File: src/rtl/rule_loader.sv
// Purpose : assemble byte-serial host rule frames into one wide rule word and
//           write it to the rule RAM, rejecting malformed frames.
// Latency : last byte accepted in cycle N -> wr_en/wr_addr/wr_data in cycle N+1.
// Backpr. : in_ready drops for the single WRITE cycle only; all other states accept.
//
// Ports
//   clk, rst             single clock, synchronous active-high reset
//   in_data/in_valid/
//   in_last/in_ready     host byte stream, MSB-first, valid/ready handshake
//   wr_en/wr_addr/
//   wr_data              rule RAM write port (one-cycle strobe, held address/data)
//   busy                 a frame is being loaded (gates decision-logic enable)
//   err                  one-cycle pulse per malformed frame
//   rule_count           rules written since reset, saturating at 256
module rule_loader #(
  parameter int RULE_W     = 971,
  parameter int RULE_BYTES = 122
) (
  input  logic              clk,
  input  logic              rst,
  input  logic [7:0]        in_data,
  input  logic              in_valid,
  input  logic              in_last,
  output logic              in_ready,
  output logic              wr_en,
  output logic [7:0]        wr_addr,
  output logic [RULE_W-1:0] wr_data,
  output logic              busy,
  output logic              err,
  output logic [8:0]        rule_count
);

  localparam int         SHIFT_W   = RULE_BYTES * 8;
  localparam logic [6:0] LAST_BYTE = 7'(RULE_BYTES);
  localparam logic [8:0] COUNT_MAX = 9'd256;

  localparam logic [1:0] IDLE    = 2'd0;
  localparam logic [1:0] COLLECT = 2'd1;
  localparam logic [1:0] WRITE   = 2'd2;
  localparam logic [1:0] DISCARD = 2'd3;

  logic [1:0]         state;
  logic [1:0]         state_nxt;
  logic [6:0]         byte_cnt;
  logic [6:0]         byte_cnt_nxt;
  logic [6:0]         byte_cnt_inc;
  logic [SHIFT_W-1:0] shift_q;
  logic [SHIFT_W-1:0] shift_nxt;
  logic               accept;
  logic               err_nxt;
  logic               wr_nxt;

  // The first byte ends up in the top 8 bits of the frame; the top 5 bits of
  // the frame are padding and never reach the rule word.
  logic               unused_shift_bits;

  assign in_ready     = (state != WRITE);
  assign busy         = (state != IDLE);
  assign accept       = in_valid & in_ready;
  assign shift_nxt    = {shift_q[SHIFT_W-9:0], in_data};
  assign byte_cnt_inc = byte_cnt + 7'd1;

  assign unused_shift_bits = ^{shift_q[SHIFT_W-1 -: 8], shift_nxt[SHIFT_W-1:RULE_W]};

  always_comb begin
    state_nxt    = state;
    byte_cnt_nxt = byte_cnt;
    err_nxt      = 1'b0;
    wr_nxt       = 1'b0;
    case (state)
      IDLE: begin
        if (accept) begin
          if (in_last) begin
            // A one-byte frame can never be complete.
            err_nxt = 1'b1;
          end else begin
            state_nxt    = COLLECT;
            byte_cnt_nxt = 7'd1;
          end
        end
      end
      COLLECT: begin
        if (accept) begin
          if (in_last) begin
            byte_cnt_nxt = 7'd0;
            if (byte_cnt_inc == LAST_BYTE) begin
              state_nxt = WRITE;
              wr_nxt    = 1'b1;
            end else begin
              state_nxt = IDLE;
              err_nxt   = 1'b1;
            end
          end else if (byte_cnt_inc == LAST_BYTE) begin
            // Frame is already full but the host keeps going: flag it now and
            // swallow the tail up to its in_last.
            state_nxt    = DISCARD;
            err_nxt      = 1'b1;
            byte_cnt_nxt = 7'd0;
          end else begin
            byte_cnt_nxt = byte_cnt_inc;
          end
        end
      end
      WRITE: begin
        state_nxt = IDLE;
      end
      DISCARD: begin
        if (accept && in_last) begin
          state_nxt = IDLE;
        end
      end
      default: begin
        state_nxt = IDLE;
      end
    endcase
  end

  always_ff @(posedge clk) begin
    if (rst) begin
      state      <= IDLE;
      byte_cnt   <= 7'd0;
      shift_q    <= '0;
      wr_en      <= 1'b0;
      err        <= 1'b0;
      rule_count <= 9'd0;
      wr_addr    <= 8'd0;
      wr_data    <= '0;
    end else begin
      state    <= state_nxt;
      byte_cnt <= byte_cnt_nxt;
      err      <= err_nxt;
      wr_en    <= wr_nxt;
      if (accept) begin
        shift_q <= shift_nxt;
      end
      // Capture from the post-shift value so the final byte is included and
      // the write lands in the cycle right after it; the output registers then
      // hold until the next complete frame.
      if (wr_nxt) begin
        wr_data <= shift_nxt[RULE_W-1:0];
        wr_addr <= shift_nxt[RULE_W-1 -: 8];
      end
      if (wr_en && (rule_count != COUNT_MAX)) begin
        rule_count <= rule_count + 9'd1;
      end
    end
  end

endmodule

File: config.mk
export PLATFORM = sky130hd
export DESIGN_NAME = rule_loader
export DESIGN_NICKNAME = d
export VERILOG_FILES = /design/src/rtl/rule_loader.sv
export SDC_FILE = /design/constraint.sdc
export NUM_CORES = 2
export LEC_CHECK = 0
export ABC_AREA = 1
export CAP_MARGIN = 20
export CORE_ASPECT_RATIO = 1.4
export CORE_MARGIN = 5
export CORE_UTILIZATION = 30
export CTS_BUF_LIST = sky130_fd_sc_hd__clkbuf_8
export CTS_CLUSTER_DIAMETER = 40
export DETAILED_ROUTE_END_ITERATION = 8
export SLEW_MARGIN = 20
export SYNTH_ARGS = -nofsm -noshare
export SYNTH_HDL_FRONTEND = slang
export SYNTH_SLANG_ARGS = --single-unit
File: constraint.sdc
create_clock -name clk -period 4.3 [get_ports clk]
set_input_delay 0.43 -clock clk [delete_from_list [all_inputs] [get_ports clk]]
set_output_delay 0.43 -clock clk [all_outputs]
set_load 0.1 [all_outputs]
==> metrics.txt <==
cells after synthesis 8565; input/output buffers 1003; via count of the first global-routing pass 56940; CP Cell Sequence ha_1 -> nand2_1 -> nor2_1 -> nand2_1 -> nand2_1 -> nand2_1 -> nor2_1 -> nand2_1 -> inv_1 -> ha_1 -> nand2_8 -> inv_16 -> buf_12 -> buf_12 -> nor2_1 -> nor2_1; Placeable Area 0.2224 mm²; Netlist cell types 26; Starting Density 30.07%; Clock Path Buffers 4; hold path depth 3; Reg-to-Reg End wr_data[679]$_SDFFE_PP0P_; fillers 22680; layout cells sized above 1 7.125%; Core Rows 205; Die X 409.0 µm; Finished Core Util 38.85%; final wirelength 235100 µm; Worst Path Required 5.06 ns; grt ovf 0; fin crit period 3.579 ns; CP Data Arrival Time 4.34 ns; Slew Limit Headroom 19.64%; drt first pass iters 6; crit end category flip-flop; final max-slew violation count 0; setup TNS 0 ns; total number of vias 59700; Max VDD drop 0.0003366 V; reg2reg start byte_cnt[0]$_SDFFE_PP0P_; largest net degree at the start of global routing 126; DP Wirelength 164200 µm; status finished clean; Crit path max-delay family simple AND/OR/NAND/NOR gates; Die H 568.6 µm; commonest non-fill, non-tap cells in the layout 3885 x nor2_1, 1954 x dfxtp_1, 1904 x o21ai_0; Post-DRT Antenna Nets 0; Worst Tran Pin Value 1.202 ns; Yosys reg bits 1954; Hold Buf Count CTS 0; all-layer global routing usage 19.14%; crit-path max cell delay 0.45 ns; Pwr Density 485.7 mW/mm²; Area Growth Syn to Fin 29.19%; Num CTS Buffers 322; CP bufs+invs 4; Hold WS 0.2310 ns; commonest non-fill, non-tap cell in the layout nor2_1; Hold Path Class in -> reg; Static Leak 32.88 nW; RSZ-0062 raised after global routing no; # setup viols final 0; CP Depth 16; register area share after synthesis 58.50%; Final GP Congestion 0.8634; yosys warns 0; crit start category flip-flop; post-CTS sizing 0; TritonCTS clock tree done; clk_skew 0.1218 ns; Tcrit/Tclk final 83.24%; global-route wire length before repair 350500 µm; Iter 0 DRT Violations 4391; Setup CP Type reg -> reg; post-synthesis cell area 0.06687 mm²; I/O pins 1004; CP max FO 82; Hold Fails Final Rpt 0; routed vias/inst 4.753; syn nets 8584; die area 0.2326 mm²; Worst-path clk slew 0.06 ns; syn_area_per_cell 7.808 µm²; clock root buffer clkbuf_8; worst reg2reg path depth 16; cell seen most often among critical-path stages nand2_1; max-cap viol count 0; worst skew pair latency 0.92 ns; highest clock rate 279.4 MHz; fin nets 9443; setup repair bufs after CTS 0; drt wl/cell 18.71 µm; Worst Hold End wr_data[4]$_SDFFE_PP0P_; Clock Sinks 1954; number of DRC violations after detailed routing 0; H-tree Lvls 5; slowest library cell on the worst path dfxtp_1; r2r setup slk 0.72 ns; hold_sp in_data[4]; initial antenna violation count 4
-- cell usage after synthesis (all sizes together) --
master,number,area [µm²]
nor2,3886,14590
dfxtp,1954,39120
o21ai,1940,9709
clkbuf,394,1479
buf,258,1302
nand2,54,212.7
inv,26,100.1
a21oi,21,105.1
nand3,8,40.04
ha,7,87.58
nor3,4,20.02
xor2,4,35.03
nand4,3,18.77
xnor2,3,26.28
o211a,1,10.01
o21bai,1,7.510
or2,1,6.260
-- sequential cells by signal, summed over array words and instances (netlist names) --
signal and cells:
shift_q 963, wr_data 963, rule_count 9, wr_addr 8, byte_cnt 7, state 2, err 1, wr_en 1
-- kinds of logic after synthesis --
kind of cell | after synthesis | synth area share (%)
AO/OA/AOI/OAI | 1963 | 14.70
adder cells (fa/ha/maj) | 7 | 0.1310
buffers and inverters | 678 | 4.309
AND/OR/NAND/NOR | 3956 | 22.27
XOR/XNOR | 7 | 0.09168
flip-flops | 1954 | 58.50
-- tightest hold or removal path: stages --
cell and delay (ns):
clkdlybuf4s50_1 0.41, o21ai_0 0.16, nor2_1 0.05
-- area by class of cell --
cell class	count	area, µm²	area share [%]
Clock buffer	394	5423	6.277
Multi-Input combinational cell	5933	24900	28.82
Inverter	26	128.9	0.1492
Tap cell	2898	3626	4.197
Timing Repair Buffer	1187	12050	13.95
Clock inverter	162	1132	1.311
Sequential cell	1954	39120	45.28
Antenna cell	8	20.02	0.02317
-- through the flow --
step / power [W] / area (µm²) / std cells / setup slack [ns]
6_report: 0.04196 / 86390 / 12560 / 0.7206
5_1_grt: 0.04408 / 86380 / 12560 / 0.5139
4_1_cts: 0.04245 / 86400 / 12550 / 0.7382
3_5_place_dp: 0.02569 / 79850 / 12000 / 0.7912
3_3_place_gp: 0.02556 / 79870 / 12000 / 0.8656
2_1_floorplan: 0.02388 / 66870 / 8565 / 2.013
-- layer usage --
layer	part of all wire, %	up-vias	global-route usage (%)
li1	-	29210	-
met1	43	28130	24.23
met2	45	1976	30.90
met3	8.7	392	5.781
met4	3.7	0	6.808
met5	0	-	0
-- power breakdown --
group | internal [W] | switching [W] | leakage, nW
sequential | 0.0196 | 0.00132 | 15.9
clock | 0.00896 | 0.00770 | 3.69
combinational | 0.00141 | 0.00296 | 13.2
-- worst max-delay path by stage --
| stage | startpoint | endpoint |
|---|---|---|
| after floorplan | byte_cnt[0]$_SDFFE_PP0P_ | wr_data[840]$_SDFFE_PP0P_ |
| after global routing | byte_cnt[0]$_SDFFE_PP0P_ | wr_data[676]$_SDFFE_PP0P_ |
| after global placement | byte_cnt[0]$_SDFFE_PP0P_ | wr_data[255]$_SDFFE_PP0P_ |
| after CTS | byte_cnt[0]$_SDFFE_PP0P_ | wr_data[664]$_SDFFE_PP0P_ |
| after detailed placement | byte_cnt[0]$_SDFFE_PP0P_ | wr_data[429]$_SDFFE_PP0P_ |
| final | byte_cnt[0]$_SDFFE_PP0P_ | wr_data[679]$_SDFFE_PP0P_ |
No activity file was read; power rests on OpenSTA's default activity.
